--- config.mk ---
export PLATFORM = sky130hd
export DESIGN_NAME = mem_access_stage
export DESIGN_NICKNAME = d
export VERILOG_FILES = /design/src/rtl/mem_access_stage.sv
export SDC_FILE = /design/constraint.sdc
export NUM_CORES = 1
export LEC_CHECK = 0
export CAP_MARGIN = 25
export CORE_UTILIZATION = 25
export CTS_CLUSTER_DIAMETER = 60
export DETAILED_ROUTE_END_ITERATION = 8
export GPL_TIMING_DRIVEN = 1
export PLACE_DENSITY = 0.55
export SLEW_MARGIN = 30
export SYNTH_ARGS = -nofsm -noshare
export SYNTH_HDL_FRONTEND = slang
export SYNTH_SLANG_ARGS = --single-unit
--- constraint.sdc ---
create_clock -name clk -period 3.75 [get_ports clk]
set_input_delay 0.5625 -clock clk [delete_from_list [all_inputs] [get_ports clk]]
set_output_delay 0.5625 -clock clk [all_outputs]
set_load 0.03 [all_outputs]
--- src/rtl/mem_access_stage.sv ---
// mem_access_stage: consumer side of the EX/MEM register. Issues the data
// memory access over a req/ack handshake, resolves branch/jump redirects,
// and drives the registered MEM/WB slot.
module mem_access_stage #(
    parameter int unsigned TIMEOUT = 16
) (
    input  logic        clk,
    input  logic        rst_n,
    input  logic        in_valid,
    input  logic [31:0] in_alu_result,
    input  logic        in_zero,
    input  logic [2:0]  in_funct3,
    input  logic        in_branch,
    input  logic        in_jal,
    input  logic        in_jalr,
    input  logic [31:0] in_imm,
    input  logic [31:0] in_mem_write_data,
    input  logic        in_reg_write,
    input  logic        in_mem_reg,
    input  logic        in_mem_write,
    input  logic [31:0] in_PC,
    input  logic [31:0] in_nextPC,
    input  logic [4:0]  in_write_reg,
    output logic        dmem_req,
    output logic        dmem_we,
    output logic [31:0] dmem_addr,
    output logic [31:0] dmem_wdata,
    output logic [3:0]  dmem_be,
    input  logic        dmem_ack,
    input  logic [31:0] dmem_rdata,
    output logic        stall,
    output logic        pc_redirect,
    output logic [31:0] pc_target,
    output logic        out_valid,
    output logic        out_reg_write,
    output logic [4:0]  out_write_reg,
    output logic [31:0] out_wb_data,
    output logic        out_misalign,
    output logic        out_bus_err
);

    localparam int unsigned CW = (TIMEOUT < 2) ? 1 : $clog2(TIMEOUT + 1);
    localparam logic [CW-1:0] WD_LAST = CW'((TIMEOUT == 0) ? 0 : TIMEOUT - 1);

    typedef enum logic {IDLE, ACCESS} state_t;

    state_t        state_q;
    logic          req_q, we_q;
    logic [31:0]   addr_q, wdata_q;
    logic [3:0]    be_q;
    logic [CW-1:0] wd_q;
    logic          ov_q, orw_q, omis_q, oerr_q;
    logic [4:0]    ord_q;
    logic [31:0]   owb_q;

    logic          is_mem, aligned, mem_op, misaligned, wd_expire, rw_ok, taken;
    logic [7:0]    ld_byte;
    logic [15:0]   ld_half;
    logic [31:0]   ld_data, st_data, wb_data;
    logic [3:0]    st_be;

    // Alignment check, mem_op qualification and watchdog expiry.
    always_comb begin
        is_mem = in_mem_reg | in_mem_write;
        case (in_funct3[1:0])
            2'b00:   aligned = 1'b1;
            2'b01:   aligned = ~in_alu_result[0];
            default: aligned = (in_alu_result[1:0] == 2'b00);
        endcase
        mem_op     = in_valid & is_mem & aligned;
        misaligned = in_valid & is_mem & ~aligned;
        rw_ok      = in_valid & in_reg_write & (in_write_reg != 5'd0);
        wd_expire  = (TIMEOUT != 0) && (state_q == ACCESS) && !dmem_ack && (wd_q == WD_LAST);
        stall      = ((state_q == IDLE) & mem_op) |
                     ((state_q == ACCESS) & ~dmem_ack & ~wd_expire);
    end

    // Load lane extraction and writeback source selection.
    always_comb begin
        case (in_alu_result[1:0])
            2'b00:   ld_byte = dmem_rdata[7:0];
            2'b01:   ld_byte = dmem_rdata[15:8];
            2'b10:   ld_byte = dmem_rdata[23:16];
            default: ld_byte = dmem_rdata[31:24];
        endcase
        ld_half = in_alu_result[1] ? dmem_rdata[31:16] : dmem_rdata[15:0];
        case (in_funct3)
            3'b000:  ld_data = {{24{ld_byte[7]}}, ld_byte};
            3'b001:  ld_data = {{16{ld_half[15]}}, ld_half};
            3'b100:  ld_data = {24'd0, ld_byte};
            3'b101:  ld_data = {16'd0, ld_half};
            default: ld_data = dmem_rdata;
        endcase
        if (in_jal | in_jalr)  wb_data = in_nextPC;
        else if (in_mem_reg)   wb_data = ld_data;
        else                   wb_data = in_alu_result;
    end

    // Store lane replication and byte enables.
    always_comb begin
        case (in_funct3[1:0])
            2'b00: begin
                st_data = {4{in_mem_write_data[7:0]}};
                st_be   = 4'b0001 << in_alu_result[1:0];
            end
            2'b01: begin
                st_data = {2{in_mem_write_data[15:0]}};
                st_be   = in_alu_result[1] ? 4'b1100 : 4'b0011;
            end
            default: begin
                st_data = in_mem_write_data;
                st_be   = 4'b1111;
            end
        endcase
    end

    // Branch condition and PC redirect.
    always_comb begin
        case (in_funct3)
            3'b000:         taken = in_zero;
            3'b001:         taken = ~in_zero;
            3'b100, 3'b110: taken = in_alu_result[0];
            3'b101, 3'b111: taken = ~in_alu_result[0];
            default:        taken = 1'b0;
        endcase
        pc_redirect = in_valid & (in_jal | in_jalr | (in_branch & taken));
        pc_target   = in_jalr ? {in_alu_result[31:1], 1'b0} : in_PC + in_imm;
    end

    // Access FSM with registered request and MEM/WB outputs.
    // Upstream is stalled during ACCESS, so in_* still describe the pending op.
    always_ff @(posedge clk or negedge rst_n) begin
        if (!rst_n) begin
            state_q <= IDLE;
            req_q   <= 1'b0;
            we_q    <= 1'b0;
            addr_q  <= '0;
            wdata_q <= '0;
            be_q    <= '0;
            wd_q    <= '0;
            ov_q    <= 1'b0;
            orw_q   <= 1'b0;
            ord_q   <= '0;
            owb_q   <= '0;
            omis_q  <= 1'b0;
            oerr_q  <= 1'b0;
        end else begin
            omis_q <= 1'b0;
            oerr_q <= 1'b0;
            unique case (state_q)
                IDLE: begin
                    if (mem_op) begin
                        state_q <= ACCESS;
                        req_q   <= 1'b1;
                        we_q    <= in_mem_write;
                        addr_q  <= {in_alu_result[31:2], 2'b00};
                        wdata_q <= st_data;
                        be_q    <= in_mem_write ? st_be : 4'b0000;
                        wd_q    <= '0;
                        ov_q    <= 1'b0;
                        orw_q   <= 1'b0;
                    end else begin
                        ov_q   <= in_valid;
                        orw_q  <= rw_ok & ~misaligned;
                        ord_q  <= in_write_reg;
                        owb_q  <= wb_data;
                        omis_q <= misaligned;
                    end
                end
                ACCESS: begin
                    if (dmem_ack || wd_expire) begin
                        state_q <= IDLE;
                        req_q   <= 1'b0;
                        we_q    <= 1'b0;
                        be_q    <= '0;
                        ov_q    <= 1'b1;
                        orw_q   <= dmem_ack & rw_ok;
                        ord_q   <= in_write_reg;
                        owb_q   <= wb_data;
                        oerr_q  <= ~dmem_ack;
                    end else begin
                        wd_q <= wd_q + CW'(1);
                    end
                end
            endcase
        end
    end

    assign dmem_req      = req_q;
    assign dmem_we       = we_q;
    assign dmem_addr     = addr_q;
    assign dmem_wdata    = wdata_q;
    assign dmem_be       = be_q;
    assign out_valid     = ov_q;
    assign out_reg_write = orw_q;
    assign out_write_reg = ord_q;
    assign out_wb_data   = owb_q;
    assign out_misalign  = omis_q;
    assign out_bus_err   = oerr_q;

endmodule

Word-level counts from Yosys, hierarchy flattened

Cells that the tools add are included.

Bits of input ports: 211
Output and inout bits: 145
Word-level logic and storage cells: 108
Flip-flop bits (word level): 115

Reductions and logical operators: 14
Add/sub/neg operators: 2
Shifts and indexed selects: 1
Muxes and demuxes: 42
Eq/ne operators: 13
Bitwise logic cells: 23

Operator list:

| cell                                                | number |
|---|---|
| two-way mux 32 bit                                  | 5 |
| case mux 32 bit (2 select lines)                    | 2 |
| case mux 32 bit (4 select lines)                    | 1 |
| adder 32 bit                                        | 1 |
| case mux 8 bit (3 select lines)                     | 1 |
| two-way mux 5 bit                                   | 4 |
| case mux 5 bit (2 select lines)                     | 2 |
| two-way mux 16 bit                                  | 1 |
| two-way mux 4 bit                                   | 4 |
| case mux 4 bit (2 select lines)                     | 2 |
| two-way mux 1 bit                                   | 13 |
| bitwise AND 1 bit                                   | 12 |
| equality test 3 bit, second input constant          | 4 |
| case mux 1 bit (2 select lines)                     | 6 |
| AND reduction 2 bit                                 | 4 |
| NOT 1 bit                                           | 7 |
| != test 2 bit, second input constant                | 3 |
| adder 5 x 1 -> 5 bit, second input constant         | 1 |
| equality test 5 x 4 -> 1 bit, second input constant | 1 |
| nonzero test 5 bit                                  | 1 |
| equality test 2 x 1 -> 1 bit, second input constant | 2 |
| zero test 2 bit                                     | 2 |
| bitwise OR 1 bit                                    | 4 |
| case mux 1 bit (4 select lines)                     | 1 |
| 9 further kinds                                     | 11 |

Logic depth before layout (Yosys ltp)

Depth in word-level cells: 8
Gate-level depth with buffers: 11
Gate-level depth less buffers: 10

Worst setup path after synthesis

No wires, ideal clock.

Kind: input to output
Start point: input port in_imm[0]
End point: output port pc_target[30]
Path buffers: 0
Path slack: -0.254 ns
Required time: 3.188 ns
Arrival: 3.441 ns
Stages on the path: 10
Cell sequence: ha_1 > fa_1 > a211oi_2 > o21bai_1 > a211o_2 > a31oi_4 > o21ai_2 > a311oi_4 > nor2_1 > a311oi_1

Longest elaborated chain between the ends: 2

RTL lines:

| what               | line | RTL |
|---|---|---|
| start, declared    | 16   | `input logic [31:0] in_imm,` |
| adder 32 bit       | 127  | `pc_target = in_jalr ? {in_alu_result[31:1], 1'b0} : in_PC + in_imm;` |
| two-way mux 32 bit | 127  |  |
| end, declared      | 33   | `output logic [31:0] pc_target,` |

No other way between the ends.

Worst setup path after layout

Start point: input port in_imm[11]
End point: output port pc_target[29]

The elaborated chain is that of the path after synthesis.

==> impl_metrics.env <==
export IMPL_synth_seq_cells=115
export IMPL_clk_pin_slew_ns=0.06
export IMPL_critical_path_class="input port to primary output"
export IMPL_cts_path_max_buffers=2
export IMPL_drc=0
export IMPL_hold_path_class="input port to async pin"
export IMPL_rsz0062_at_grt="true"
export IMPL_cts_hold_buf=0
export IMPL_final_cells=1785
export IMPL_yosysUniqueCellTypes=63
export IMPL_synth_seq_area_share=0.375
export IMPL_finalPower_mw=5.89
export IMPL_routed_wl_um=33700
export IMPL_cts_sinks=115
export IMPL_initial_core_util=0.256
export IMPL_cp_arrival_ns=3.10
export IMPL_period_needed_ns=3.67
export IMPL_avgViaCountPerCell=4.77
export IMPL_grtUsageTotal=0.214
export IMPL_grt_antenna_before_repair=1
export IMPL_max_slew_worst_pin_slew_ns=0.800
export IMPL_worstSkewPairLatency_ns=0.43
export IMPL_ant_nets=0
export IMPL_grt_max_degree=90
export IMPL_die_w_um=177
export IMPL_cts_buffers=17
export IMPL_syn_cell_area_um2=7680
export IMPL_async_reset_ff_frac=1.00
export IMPL_timing_final_max_slew_violations=0
export IMPL_coreArea_um2=30000
export IMPL_synth_edf_count=0
export IMPL_critPathMaxFanout=3
export IMPL_avgSynthCellArea_um2=7.91
export IMPL_layout_commonest_cell="clkdlybuf4s50_1"
export IMPL_layout_drive_gt1_share=0.164
export IMPL_drtIter0Drc=435
export IMPL_setup_worst_path_start_class="input port"
export IMPL_outcome="finished clean"
export IMPL_irDropWorstVdd_v=0.000309
export IMPL_vias=8516
export IMPL_maxSlewHeadroom=0.466
export IMPL_yosys_warnings=0
export IMPL_grt_pass1_wl_um=50300
export IMPL_netlist_instances=971
export IMPL_p_leak_nw=5.79
export IMPL_clock_root_buffer="clkbuf_16"
export IMPL_end_kind="primary output"
export IMPL_wl_per_cell_um=18.9
export IMPL_io_pins=356
export IMPL_ctsHtreeMaxLevel=4
export IMPL_setup_viol=0
export IMPL_startpoint="in_imm[11]"
export IMPL_drt_first_pass_iters=5
export IMPL_grt_ovfl_total=0
export IMPL_place_detailed_hpwl_um=26400
export IMPL_required_ns=3.19
export IMPL_final_cell_mix="clkdlybuf4s50_1, nand2_1, buf_4"
export IMPL_fin_nets=1627
export IMPL_max_cap_violations=0
export IMPL_crit_reg2reg_launch="wd_q[0]"
export IMPL_grt_pass1_vias=8545
export IMPL_synthFlopType="dfrtp_1"
export IMPL_io_buffers=353
export IMPL_die_y_um=177
export IMPL_gp_congestion=0.863
export IMPL_area_growth_pct=70.3
export IMPL_tritoncts="done"
export IMPL_place_inst=1739
export IMPL_fp_row_count=63
export IMPL_fin_skew_ns=0.00996
export IMPL_hold_viol=0
export IMPL_timing_fmax_ghz=0.273
export IMPL_timing_final_crit_share=0.978
export IMPL_die_area_um2=31400
export IMPL_nFillCells=3019
export IMPL_power_density_nw_per_um2=450
## worst max-delay path: stages
cell and delay [ns]:
clkdlybuf4s50_1 0.41, ha_1 0.31, a2111o_1 0.46, o2111a_2 0.32
buf_6 0.12, o211ai_1 0.24, a21bo_2 0.20, a21oi_1 0.07
o31ai_2 0.21, buf_4 0.20
## where the power goes
part	internal, mW	total (mW)	switching (mW)
Combinational	1.11	2.53	1.43
Sequential	1.50	1.64	0.143
Clock	1.09	1.71	0.624
Total	3.69	5.89	2.19
## cells by family after synthesis
logic type | synth area share
xor+xnor | 0.0308
other cells | 0.000488
compound gates | 0.238
flops | 0.375
mux | 0.0632
buf+inv | 0.0414
fa+ha+maj | 0.0564
simple gates | 0.195
## per-layer routing
metal  vias to the layer above  share of wire  global-route usage
met5                         -              0                   0
met4                         0          0.021              0.0737
met3                        40          0.064              0.0473
met2                       292           0.47               0.345
met1                      3975           0.44               0.280
li1                       4209              -                   -
## Yosys cell counts (2+ instances only)
library cell / instances / area (um^2)
nand2_1: 248 / 931
o21ai_0: 121 / 606
dfrtp_1: 115 / 2880
a21oi_1: 72 / 360
nor2_1: 70 / 263
clkbuf_1: 53 / 199
mux2i_1: 35 / 350
ha_1: 33 / 413
a211oi_1: 28 / 210
inv_1: 18 / 67.6
xnor2_1: 15 / 131
nand3_1: 12 / 60.1
xor2_1: 12 / 105
a31oi_1: 11 / 68.8
mux2_2: 10 / 113
a22o_1: 8 / 70.1
o211ai_1: 8 / 60.1
a21o_1: 7 / 52.6
a221oi_1: 7 / 61.3
nand2b_1: 7 / 43.8
buf_1: 6 / 22.5
nor2b_1: 6 / 37.5
o21bai_1: 6 / 45.0
and3_1: 5 / 31.3
nand4_1: 5 / 31.3
nor3_1: 5 / 25.0
o31ai_1: 4 / 30.0
or2_2: 3 / 18.8
a211o_2: 2 / 20.0
a311oi_1: 2 / 17.5
buf_2: 2 / 10.0
buf_4: 2 / 15.0
nand3b_1: 2 / 15.0
o2111a_1: 2 / 22.5
## path summary, 6_finish.rpt
check,endpoint,slack (ns),cells after the start
max,pc_target[29],0.08,10
min,dmem_wdata[23],0.21,1
max reg2reg,out_wb_data[22],1.56,8
min reg2reg,dmem_addr[20],0.47,2
max in group asynchronous,dmem_addr[31],2.71,2
min in group clk,dmem_addr[20],0.47,2
## stage by stage
step | setup WS [ns] | utilization | cell area (um^2) | hold slack, ns | TNS (ns)
floorplan | -0.00125 | - | 7700 | 0.267 | -0.00125
global placement | -0.735 | 0.404 | 12100 | 0.459 | -5.55
detailed placement | -0.790 | 0.404 | 12100 | 0.461 | -6.18
CTS | 0.00141 | 0.432 | 12900 | 0.245 | 0
global route | -0.0549 | 0.437 | 13100 | 0.268 | -0.0912
finish | 0.0842 | 0.437 | 13100 | 0.207 | 0
## what timing repair did
action / CTS / global route
buffers inserted: 10 / 4
gates resized for setup: 55 / 34
endpoints found under the setup margin: 21 / 19
pin swaps: 26 / 14
gates cloned: 0 / 0
hold endpoints to repair: 0 / 0
## final cells by class
| class | count | area, um^2 | share of cell area |
|---|---|---|---|
| Tap cell | 390 | 488 | 0.0373 |
| Clock buffer | 21 | 470 | 0.0360 |
| Antenna cell | 1 | 2.50 | 0.000191 |
| Timing Repair Buffer | 454 | 4290 | 0.328 |
| Clock inverter | 10 | 131 | 0.0100 |
| Sequential cell | 115 | 2880 | 0.220 |
| Multi-Input combinational cell | 775 | 4760 | 0.363 |
| Inverter | 19 | 71.3 | 0.00545 |
(Power assumes the default switching activity.)
